`src/rtl/console_writer_pkg.sv`:
```
// Shared console definitions: geometry defaults, control codes, writer states.
package console_writer_pkg;

  localparam int COLS_DEFAULT = 80;
  localparam int ROWS_DEFAULT = 30;
  localparam int ADDR_W       = 12;

  localparam logic [7:0] CH_BS = 8'h08;
  localparam logic [7:0] CH_LF = 8'h0A;
  localparam logic [7:0] CH_FF = 8'h0C;
  localparam logic [7:0] CH_CR = 8'h0D;

  typedef enum logic [1:0] {
    IDLE       = 2'd0,
    CLR_LINE   = 2'd1,
    CLR_SCREEN = 2'd2
  } state_t;

  // True for the four bytes that move the cursor instead of printing.
  function automatic logic is_control(input logic [7:0] ch);
    return (ch == CH_LF) || (ch == CH_CR) || (ch == CH_BS) || (ch == CH_FF);
  endfunction

endpackage

```
`src/rtl/console_writer.sv`:
```
// Text console writer: turns a byte stream into text-RAM writes, tracks the
// cursor, scrolls by rotating top_row and clears lines / the whole screen.
module console_writer
  import console_writer_pkg::*;
#(
  parameter int          COLS  = COLS_DEFAULT,
  parameter int          ROWS  = ROWS_DEFAULT,
  parameter logic [15:0] BLANK = 16'h0720
) (
  input  logic              clk_pixel,
  input  logic              rst_n,
  input  logic              in_valid,
  input  logic [7:0]        in_char,
  input  logic [7:0]        in_attr,
  output logic              in_ready,
  output logic              wr_en,
  output logic [ADDR_W-1:0] wr_addr,
  output logic [15:0]       wr_data,
  output logic [4:0]        top_row,
  output logic [6:0]        cursor_col,
  output logic [4:0]        cursor_row
);

  localparam logic [6:0]        LAST_COL   = 7'(COLS - 1);
  localparam logic [4:0]        LAST_ROW   = 5'(ROWS - 1);
  localparam logic [5:0]        ROWS_W6    = 6'(ROWS);
  localparam logic [ADDR_W-1:0] COLS_A     = ADDR_W'(COLS);
  localparam logic [ADDR_W-1:0] LINE_LAST  = ADDR_W'(COLS - 1);
  localparam logic [ADDR_W-1:0] CELLS_LAST = ADDR_W'(ROWS * COLS - 1);

  state_t            state_reg, state_next;
  logic [6:0]        cursor_col_reg, cursor_col_next;
  logic [4:0]        cursor_row_reg, cursor_row_next;
  logic [4:0]        top_row_reg, top_row_next;
  logic [ADDR_W-1:0] clr_cnt_reg, clr_cnt_next;
  logic              wr_en_reg, wr_en_next;
  logic [ADDR_W-1:0] wr_addr_reg, wr_addr_next;
  logic [15:0]       wr_data_reg, wr_data_next;

  logic              accept;
  logic              advance;
  logic [5:0]        phys_sum;
  logic [4:0]        phys_row;
  logic [ADDR_W-1:0] row_base;
  logic [4:0]        top_inc;

  assign in_ready   = (state_reg == IDLE) && rst_n;
  assign accept     = in_valid && in_ready;
  assign wr_en      = wr_en_reg;
  assign wr_addr    = wr_addr_reg;
  assign wr_data    = wr_data_reg;
  assign top_row    = top_row_reg;
  assign cursor_col = cursor_col_reg;
  assign cursor_row = cursor_row_reg;

  // Physical row under the cursor. During CLR_LINE the cursor sits on the
  // last screen row, which after the scroll is exactly the old top row.
  assign phys_sum = {1'b0, top_row_reg} + {1'b0, cursor_row_reg};
  assign phys_row = (phys_sum >= ROWS_W6) ? 5'(phys_sum - ROWS_W6) : phys_sum[4:0];
  assign row_base = ADDR_W'(phys_row) * COLS_A;
  assign top_inc  = (top_row_reg == LAST_ROW) ? 5'd0 : top_row_reg + 5'd1;

  // Next-state, cursor movement and write generation.
  always_comb begin
    state_next      = state_reg;
    cursor_col_next = cursor_col_reg;
    cursor_row_next = cursor_row_reg;
    top_row_next    = top_row_reg;
    clr_cnt_next    = clr_cnt_reg;
    wr_en_next      = 1'b0;
    wr_addr_next    = wr_addr_reg;
    wr_data_next    = wr_data_reg;
    advance         = 1'b0;

    case (state_reg)
      IDLE: begin
        if (accept) begin
          if (!is_control(in_char)) begin
            wr_en_next   = 1'b1;
            wr_addr_next = row_base + ADDR_W'(cursor_col_reg);
            wr_data_next = {in_attr, in_char};
            if (cursor_col_reg < LAST_COL) begin
              cursor_col_next = cursor_col_reg + 7'd1;
            end else begin
              cursor_col_next = 7'd0;
              advance         = 1'b1;
            end
          end else if (in_char == CH_LF) begin
            cursor_col_next = 7'd0;
            advance         = 1'b1;
          end else if (in_char == CH_CR) begin
            cursor_col_next = 7'd0;
          end else if (in_char == CH_BS) begin
            if (cursor_col_reg != 7'd0) begin
              cursor_col_next = cursor_col_reg - 7'd1;
            end
          end else begin
            state_next   = CLR_SCREEN;
            clr_cnt_next = '0;
          end

          if (advance) begin
            if (cursor_row_reg < LAST_ROW) begin
              cursor_row_next = cursor_row_reg + 5'd1;
            end else begin
              top_row_next = top_inc;
              state_next   = CLR_LINE;
              clr_cnt_next = '0;
            end
          end
        end
      end

      CLR_LINE: begin
        wr_en_next   = 1'b1;
        wr_addr_next = row_base + clr_cnt_reg;
        wr_data_next = BLANK;
        if (clr_cnt_reg == LINE_LAST) begin
          state_next = IDLE;
        end else begin
          clr_cnt_next = clr_cnt_reg + 1'b1;
        end
      end

      CLR_SCREEN: begin
        wr_en_next   = 1'b1;
        wr_addr_next = clr_cnt_reg;
        wr_data_next = BLANK;
        if (clr_cnt_reg == CELLS_LAST) begin
          state_next      = IDLE;
          top_row_next    = 5'd0;
          cursor_col_next = 7'd0;
          cursor_row_next = 5'd0;
        end else begin
          clr_cnt_next = clr_cnt_reg + 1'b1;
        end
      end

      default: state_next = IDLE;
    endcase
  end

  // State register; reset aborts any clear in progress.
  always_ff @(posedge clk_pixel) begin
    if (!rst_n) begin
      state_reg      <= IDLE;
      cursor_col_reg <= '0;
      cursor_row_reg <= '0;
      top_row_reg    <= '0;
      clr_cnt_reg    <= '0;
      wr_en_reg      <= 1'b0;
      wr_addr_reg    <= '0;
      wr_data_reg    <= '0;
    end else begin
      state_reg      <= state_next;
      cursor_col_reg <= cursor_col_next;
      cursor_row_reg <= cursor_row_next;
      top_row_reg    <= top_row_next;
      clr_cnt_reg    <= clr_cnt_next;
      wr_en_reg      <= wr_en_next;
      wr_addr_reg    <= wr_addr_next;
      wr_data_reg    <= wr_data_next;
    end
  end

endmodule
```
`config.mk`:
```
export PLATFORM = sky130hd
export DESIGN_NAME = console_writer
export DESIGN_NICKNAME = d
export VERILOG_FILES = /design/src/rtl/console_writer_pkg.sv /design/src/rtl/console_writer.sv
export SDC_FILE = /design/constraint.sdc
export NUM_CORES = 1
export LEC_CHECK = 0
export ABC_AREA = 1
export BUFFER_PORTS_ARGS = -buffer_cell sky130_fd_sc_hd__buf_2
export CAP_MARGIN = 10
export CORE_UTILIZATION = 51
export DETAILED_ROUTE_END_ITERATION = 6
export GPL_ROUTABILITY_DRIVEN = 0
export PLACE_DENSITY = 0.74
export SLEW_MARGIN = 20
export SYNTH_ARGS = -nofsm -noshare
export SYNTH_HDL_FRONTEND = slang
export SYNTH_SLANG_ARGS = --single-unit
```
`constraint.sdc`:
```
create_clock -name clk_pixel -period 10.6 [get_ports clk_pixel]
set_input_delay 0.53 -clock clk_pixel [delete_from_list [all_inputs] [get_ports clk_pixel]]
set_output_delay 0.53 -clock clk_pixel [all_outputs]
set_load 0.03 [all_outputs]
```
==> reports/results.tsv, run 1 <==
metric	value	unit
Distinct cells, synth	42	
top cells by area, synth	dfxtp_1, nand2_1, ha_1, inv_1, nor2_1	
post-synth net total	658	
total wire length	10500	um
total track usage	26.1	%
area leader, netlist	dfxtp_1	
ys async rst share	0	%
largest net degree at the start of global routing	30	
Required @ worst endpoint	10.89	ns
Core Area	7770	sq um
final worst slack	6.25	ns
CTS resizes	0	
CP arrival	4.64	ns
Mapped Avg Cell Area	6.81	sq um
flops & latches, synth	60	
CTS Buf Count	9	
H-tree Lvls	3	
cell count after synthesis	606	
slew of the pin with the lowest slew margin	0.791	ns
die height	91.9	um
clk buf depth	2	
worst-path fanout max	7	
Worst Hold Class	in -> reg	
max_slew headroom	47.2	%
drt pass-1 iters	5	
fmax	0.230	GHz
RSZ-0062 raised after global routing	no	
Worst Clk Skew	0.00774	ns
register-to-register setup slack	6.25	ns
setup TNS	0	ns
DR WL/cell	13.5	um
hold path start	in_attr[2]	
DP Wirelength	7670	um
synthesized area	4130	sq um
Worst setup EP type	flop	
DRC Markers	0	
Seq/Total Area, Yosys	29.1	%
io pins	66	
antenna cell count	0	
Skew-Pair Late Insertion Delay	0.36	ns
Final period util	41.0	%
fin. max-slew vios	0	
Placed Cells	757	
EDFF count, synth	0	
Layout Nets	718	
max reg flops	16	
# setup viols final	0	
main flop type after synthesis	dfxtp_1	
crit path time final	4.35	ns
peak supply drop	0.0627	mV
GRT overflow	0	
Max Cap Viol	0	
Commonest cells post-synth	nand2_1, inv_1, nor2_1	
via count	4198	
Cell Rows	32	
Synth Warn #	0	
cts hold-fix bufs	0	
Total Power	0.000537	W
post-route ant nets	0	
top-count cell post-synth	nand2_1	
IO buf count	65	
CTS tree	yes	
Lkg Pwr	2.30	nW
CP startpoint	top_row[0]$_SDFFE_PN0P_	
element type at the critical path start	flop	
vias per inst	5.43	
Area Overhead vs Synth	14.1	%
Worst-path clk slew	0.07	ns
area share of the largest cell type after synthesis	29.1	%
first-pass GRT wire length	17600	um
critical setup path kind	reg -> reg	
Final Non-Filler Cells	773	
Clock Sinks	60	
Final Hold Fails	0	
Initial Utilization	53.1	%
Power Dens Cells	114	nW/um^2
vias in the first global route	3870	
setup bufs post-CTS	0	
CTS root buf	clkbuf_8	
share of layout cells above drive strength 1	15.2	%
chip width	91.9	um
Die ar.	8450	sq um
Initial DRC Count	215	
post-place setup slack	6.26	ns
status	finished clean	
antenna violations before repair	0	
worst r2r src	top_row[0]$_SDFFE_PN0P_	
[logic make-up after synthesis]
| family | after synthesis | share of synthesized area [%] |
|---|---|---|
| AOI/OAI and AO/OA | 117 | 16.4 |
| xor gates and xnor gates | 24 | 5.10 |
| adders and majority gates | 33 | 10.6 |
| buffers and inverters | 103 | 9.65 |
| DFF | 60 | 29.1 |
| and+or+nand+nor | 269 | 29.1 |
[critical path: stages (launching register included)]
cell,delay (ns)
dfxtp_1,0.38
ha_1,0.26
fa_1,0.52
inv_1,0.07
nor2_1,0.15
nand4_1,0.20
nand2_1,0.18
xor2_1,0.29
inv_1,0.12
ha_1,0.32
ha_1,0.23
fa_1,0.40
xor2_1,0.16
ha_1,0.34
nand2_1,0.10
o21ai_0,0.09
a21oi_1,0.16
nand3b_1,0.13
nand3_1,0.07
a21oi_1,0.11
[final timing paths]
path | end | depth (start not counted)
worst max-delay path | wr_addr[11]$_SDFFE_PN0P_ | 19
worst min-delay path | wr_data[10]$_SDFFE_PN0P_ | 2
worst max register to register | wr_addr[11]$_SDFFE_PN0P_ | 19
worst min register to register | wr_data[15]$_SDFFE_PN0P_ | 2
[report_power, final]
group           total, W  switching, W  internal (W)
logic          0.0000761     0.0000511     0.0000251
registers       0.000241    0.00000746      0.000234
clock network   0.000220      0.000104      0.000116
total           0.000537      0.000162      0.000375
[metal layers]
layer  vias up  share of wire (%)  track usage (%)
met3        23                4.8             5.14
met5         -                  0                0
met4         0                2.0             11.5
met2       112                 47             42.6
li1       2122                  -                -
met1      1941                 47             33.2
[area by class of cell]
type	instances	area, sq um
Tap cell	102	128
Multi-Input combinational cell	443	2530
Timing Repair Buffer	65	325
Clock buffer	11	141
Inverter	87	327
Fill cell	747	3060
Sequential cell	60	1200
Clock inverter	5	60.1
[cell usage in the layout, fill, tap and decap left out, types with 2 or more instances in the layout]
| cell | instances |
|---|---|
| fa_1 | 3 |
| nor4_1 | 6 |
| o22ai_1 | 10 |
| xor2_1 | 22 |
| a21oi_1 | 45 |
| nor4_4 | 2 |
| o21ai_2 | 2 |
| nand2_2 | 5 |
| o21ai_0 | 35 |
| nor3_1 | 13 |
| o21ai_1 | 5 |
| nor2_1 | 70 |
| buf_2 | 65 |
| a31oi_1 | 2 |
| clkbuf_8 | 10 |
| clkinv_1 | 3 |
| dfxtp_1 | 60 |
| nand3_1 | 40 |
| o211ai_1 | 7 |
| inv_2 | 3 |
| inv_1 | 81 |
| o221a_2 | 4 |
| a211oi_1 | 3 |
| xnor2_1 | 2 |
| nand4_1 | 10 |
| nand2_1 | 114 |
| ha_1 | 30 |
[per-stage QoR]
stage                     util, %  hold WS [ns]  instance area (sq um)
after floorplan                 -         0.486                   4130
after global placement       58.0         0.485                   4510
after detailed placement     58.0         0.498                   4510
after CTS                    60.6         0.436                   4710
after global routing         60.6         0.435                   4710
final                        60.6         0.438                   4710
(Power assumes the default switching activity.)
==> inputs of run 2 (changes only) <==
==> constraint.sdc (replaced) <==
create_clock -name clk_pixel -period 4 [get_ports clk_pixel]
set_input_delay 0.2 -clock clk_pixel [delete_from_list [all_inputs] [get_ports clk_pixel]]
set_output_delay 0.2 -clock clk_pixel [all_outputs]
set_load 0.03 [all_outputs]
==> run 2 against run 1 <==
Via count grew 2.9%. First-iteration DRC count shrank 10%. Sequential share of layout area shrank 1.0 points. Flip-flop and latch count is the same. Clock power grew to 2.8 times the previous value. Wire length grew 0.92%. Combinational power grew to 2.7 times the previous value. Power grew to 2.7 times the previous value. Maximum frequency grew 14%. Sequential power grew to 2.7 times the previous value. Clock skew grew 0.0013 ns.
==> reports/results.tsv, run 2 (same netlist as run 1, synthesis figures left out) <==
metric	value	unit
status	finished clean	
Core Area	7770	sq um
worst r2r src	top_row[0]$_SDFFE_PN0P_	
Required @ worst endpoint	4.29	ns
chip width	91.9	um
WHS Path Cells	2	
vias in the first global route	3882	
first-pass GRT wire length	17300	um
antenna cell count	0	
most frequent cells in the layout	nand2_1, inv_1, nor2_1	
logic gate share of total power	14.1	%
worst hold slack	0.117	ns
Clock power frac	42.2	%
CTS tree	yes	
Placed Cells	765	
critical setup path kind	reg -> reg	
placed cell area	4570	sq um
max_slew headroom	48.8	%
IO buf count	65	
total wire length	10600	um
Register-to-Register Path Depth	19	
CTS root buf	clkbuf_8	
Die ar.	8450	sq um
Worst setup EP type	flop	
Cell Rows	32	
setup TNS	0	ns
Worst Clk Skew	0.00899	ns
DP Wirelength	7610	um
post-route cell area	4910	sq um
GRT overflow	0	
Final Hold Fails	0	
Layout Nets	728	
switching power	0.000420	W
Core Util, Final	63.3	%
io pins	66	
Initial Utilization	53.1	%
most common cell after layout, fill and taps aside	nand2_1	
Final Non-Filler Cells	783	
fin. max-slew vios	0	
P_int	0.00104	W
share of layout cells above drive strength 1	19.8	%
DRC Markers	0	
Skew-Pair Late Insertion Delay	0.35	ns
switching part of the total	28.7	%
peak supply drop	0.183	mV
Clock Sinks	60	
hold path start	in_attr[2]	
Power Dens Cells	297	nW/um^2
vias per inst	5.52	
reg2reg end	wr_addr[9]$_SDFFE_PN0P_	
total track usage	25.4	%
element type at the critical path start	flop	
largest net degree at the start of global routing	30	
CTS Buf Count	9	
Lkg Pwr	2.35	nW
worst-path fanout max	6	
Area Overhead vs Synth	19.1	%
post-route ant nets	0	
CP arrival	4.09	ns
fmax	0.263	GHz
clk buf depth	2	
Seq pwr share	43.8	%
hold worst-path end	wr_data[10]$_SDFFE_PN0P_	
Final period util	95.1	%
Max Cap Viol	0	
H-tree Lvls	3	
antenna violations before repair	0	
die height	91.9	um
DR WL/cell	13.5	um
slew of the pin with the lowest slew margin	0.767	ns
register-to-register setup slack	0.20	ns
Worst-path clk slew	0.08	ns
max reg flops	16	
via count	4321	
crit path time final	3.80	ns
# setup viols final	0	
drt pass-1 iters	5	
Worst Hold Class	in -> reg	
cts hold-fix bufs	0	
Initial DRC Count	193	
==> run 2: changes by cell type in the layout (fill, tap and decap cells not counted), moves of 3 or more <==
cell,delta
nand2_2,+4
dfxtp_1,-3
nand2_1,-4
ha_1,-4
buf_4,+10
dfxtp_2,+3
ha_4,+4
==> run 2: final cells by class <==
class / count / area [sq um]
fillers: 741 / 2850
multi-input cells: 443 / 2630
flip-flops and latches: 60 / 1200
repair buffers: 75 / 400
inverters: 87 / 329
well taps: 102 / 128
clock buffers: 9 / 124
clock inverters: 7 / 98.8
==> run 2: worst max-delay path, stage by stage (launching register included) <==
cell      delay, ns
dfxtp_2        0.34
ha_4           0.17
fa_2           0.60
inv_4          0.05
nor2_4         0.09
nand4_1        0.12
nand2_2        0.16
nand2_2        0.10
xor2_2         0.19
ha_4           0.23
ha_4           0.16
fa_2           0.59
ha_4           0.22
o21ai_0        0.09
nand2_1        0.11
a21oi_1        0.18
o21ai_0        0.12
nand2_1        0.07
o211ai_1       0.08
inv_1          0.07
==> run 2: power by group through the flow <==
stage / registers, W / logic (W) / clock network, W
final: 0.000639 / 0.000205 / 0.000616
after floorplan: 0.000692 / 0.000105 / 0
after detailed placement: 0.000652 / 0.000202 / 0
after global placement: 0.000652 / 0.000199 / 0
after CTS: 0.000639 / 0.000204 / 0.000627
after global routing: 0.000642 / 0.000227 / 0.000654
==> run 2: worst max path at each step <==
| stage | startpoint | endpoint | slack [ns] | cells past startpoint |
|---|---|---|---|---|
| floorplan | top_row[0]$_SDFFE_PN0P_ | wr_addr[11]$_SDFFE_PN0P_ | 0.02 | 19 |
| global route | top_row[0]$_SDFFE_PN0P_ | wr_addr[9]$_SDFFE_PN0P_ | -0.05 | 19 |
| CTS | top_row[0]$_SDFFE_PN0P_ | wr_addr[11]$_SDFFE_PN0P_ | 0.004 | 19 |
| detailed placement | top_row[0]$_SDFFE_PN0P_ | wr_addr[11]$_SDFFE_PN0P_ | 0.006 | 19 |
| global placement | top_row[0]$_SDFFE_PN0P_ | wr_addr[11]$_SDFFE_PN0P_ | 0.15 | 19 |
| finish | top_row[0]$_SDFFE_PN0P_ | wr_addr[9]$_SDFFE_PN0P_ | 0.20 | 19 |
==> run 2: metal layers <==
layer | vias to the layer above | global-route usage [%] | wire [um]
li1 | 2146 | - | -
met1 | 1987 | 32.4 | 4590
met2 | 165 | 41.9 | 5110
met3 | 23 | 5.22 | 589
met4 | 0 | 10.2 | 258
met5 | - | 0 | 0
==> run 2: timing repair <==
item,CTS,global route
pin swaps,1,12
setup endpoints to repair,1,3
setup buffers,0,2
resized for setup,1,25
==> run 2: stage by stage <==
| step | setup slack [ns] | power, W |
|---|---|---|
| after floorplan | 0.0161 | 0.000797 |
| after detailed placement | 0.00626 | 0.000855 |
| after CTS | 0.00412 | 0.00147 |
| after global placement | 0.153 | 0.000850 |
| final | 0.195 | 0.00146 |
| after global routing | -0.0466 | 0.00152 |
==> inputs of run 3 (changes only) <==
--- a/config.mk
+++ b/config.mk
@@ -8,10 +8,13 @@
 export ABC_AREA = 1
 export BUFFER_PORTS_ARGS = -buffer_cell sky130_fd_sc_hd__buf_2
 export CAP_MARGIN = 10
-export CORE_UTILIZATION = 51
+export CELL_PAD_IN_SITES_DETAIL_PLACEMENT = 1
+export CELL_PAD_IN_SITES_GLOBAL_PLACEMENT = 1
+export CORE_UTILIZATION = 41
+export CTS_CLUSTER_SIZE = 30
 export DETAILED_ROUTE_END_ITERATION = 6
 export GPL_ROUTABILITY_DRIVEN = 0
-export PLACE_DENSITY = 0.74
+export PLACE_DENSITY = 0.82
 export SLEW_MARGIN = 20
 export SYNTH_ARGS = -nofsm -noshare
 export SYNTH_HDL_FRONTEND = slang
==> run 3 against run 2 <==
Maximum frequency shrank 3.4%. Power grew 1.1%. Flip-flop and latch count did not move. Core utilization shrank 12 points. Via count is 1.2% higher. Combinational power up 2%. Critical path depth rose by 1. Critical endpoint is now wr_addr[11]$_SDFFE_PN0P_. Largest power group unchanged.
==> reports/results.tsv, run 3 (same netlist as run 1, synthesis figures left out) <==
metric	value	unit
status	finished clean	
fin. max-slew vios	0	
Worst-path clk slew	0.07	ns
critical setup path kind	reg -> reg	
total wire length	12600	um
Clock Sinks	60	
DR WL/cell	15.4	um
CTS Buf Count	9	
H-tree Lvls	3	
via count	4372	
max_slew headroom	46.6	%
Worst Clk Skew	0.00870	ns
GRT overflow	0	
placed cell area	4640	sq um
Worst Hold Class	in -> reg	
CP top delay family	adder cells	
# setup viols final	0	
most frequent cells in the layout	nand2_1, inv_1, nor2_1	
Initial Utilization	42.2	%
Required @ worst endpoint	4.24	ns
crit path time final	3.94	ns
io pins	66	
worst-path fanout max	4	
vias in the first global route	4360	
Layout Nets	737	
Worst setup EP type	flop	
Final period util	98.5	%
Placed Cells	800	
clk buf depth	2	
Power Dens Cells	296	nW/um^2
Initial DRC Count	112	
Core Util, Final	51.2	%
post-route cell area	5000	sq um
CTS tree	yes	
Filler Cell Count	1326	
slew of the pin with the lowest slew margin	0.799	ns
post-route ant nets	0	
total track usage	25.4	%
die height	102	um
fmax	0.254	GHz
Skew-Pair Late Insertion Delay	0.36	ns
chip width	102	um
Final Non-Filler Cells	823	
CP max stage delay	0.40	ns
Crit-path slowest cell	fa_2	
IO buf count	65	
DRC Markers	0	
DP Wirelength	9390	um
max reg flops	16	
most common cell after layout, fill and taps aside	nand2_1	
critical path cell sequence	ha_2, fa_2, nand2_1, nand2_2, nor2_2, nand4_1, nand2_2, xor2_2, inv_2, ha_4, ha_4, fa_2, xor2_1, ha_1, nand2_1, o21ai_0, a21oi_1, nand3b_1, nand3_1, a21oi_1	
Lkg Pwr	2.40	nW
largest net degree at the start of global routing	30	
drt pass-1 iters	4	
Core Area	9770	sq um
vias per inst	5.31	
antenna cell count	0	
Final Hold Fails	0	
Area Overhead vs Synth	21.2	%
Critical path buffers and inverters	1	
peak supply drop	0.159	mV
Max Cap Viol	0	
Die ar.	10500	sq um
multi-input combinational cell area	2610	sq um
CP arrival	4.18	ns
share of layout cells above drive strength 1	21.0	%
post-place setup slack	-0.0499	ns
CTS root buf	clkbuf_8	
Cell Rows	36	
element type at the critical path start	flop	
final worst slack	0.0602	ns
first-pass GRT wire length	20600	um
Reg area	1200	sq um
antenna violations before repair	0	
## run 3: layout make-up
class                   instances  area share, %
clock buffers                   9           2.48
clock inverters                 7           1.98
inverters                      87           6.53
multi-input cells             443           52.3
flip-flops and latches         60           24.1
well taps                     133           3.33
repair buffers                 84           9.36
## run 3: power breakdown
group	leakage [nW]	switching (W)	internal (W)
sequential	0.490	0.0000189	0.000619
combinational	1.80	0.000140	0.0000685
clock	0.110	0.000276	0.000355
## run 3: worst paths after layout
check / slack, ns / to / cells after the start / start
max: 0.06 / wr_addr[11]$_SDFFE_PN0P_ / 20 / top_row[0]$_SDFFE_PN0P_
max reg2reg: 0.06 / wr_addr[11]$_SDFFE_PN0P_ / 20 / top_row[0]$_SDFFE_PN0P_
min reg2reg: 0.51 / wr_data[13]$_SDFFE_PN0P_ / 2 / wr_data[13]$_SDFFE_PN0P_
min: 0.11 / wr_data[8]$_SDFFE_PN0P_ / 2 / in_attr[0]
## run 3: metal layers
| layer | wire length (um) | share of wire [%] | GRT usage, % | vias up |
|---|---|---|---|---|
| met5 | 0 | 0 | 0 | - |
| met4 | 189 | 1.5 | 7.47 | 0 |
| met3 | 479 | 3.8 | 5.13 | 19 |
| met2 | 6520 | 52 | 46.6 | 88 |
| met1 | 5460 | 43 | 29.7 | 2108 |
| li1 | - | - | - | 2157 |
## run 3: metrics by stage
step                power [W]  TNS, ns  hold WS, ns
floorplan            0.000797        0        0.368
global placement     0.000854        0        0.471
detailed placement   0.000861  -0.0499        0.472
CTS                   0.00150        0       0.0919
global route          0.00154   -0.199       0.0989
finish                0.00148        0        0.106
## run 3: repair_timing
item | CTS | global route
hold buffers | 0 | 0
endpoints found under the setup margin | 1 | 3
gates resized for setup | 3 | 20
setup buffers | 1 | 6
pin swaps | 2 | 14
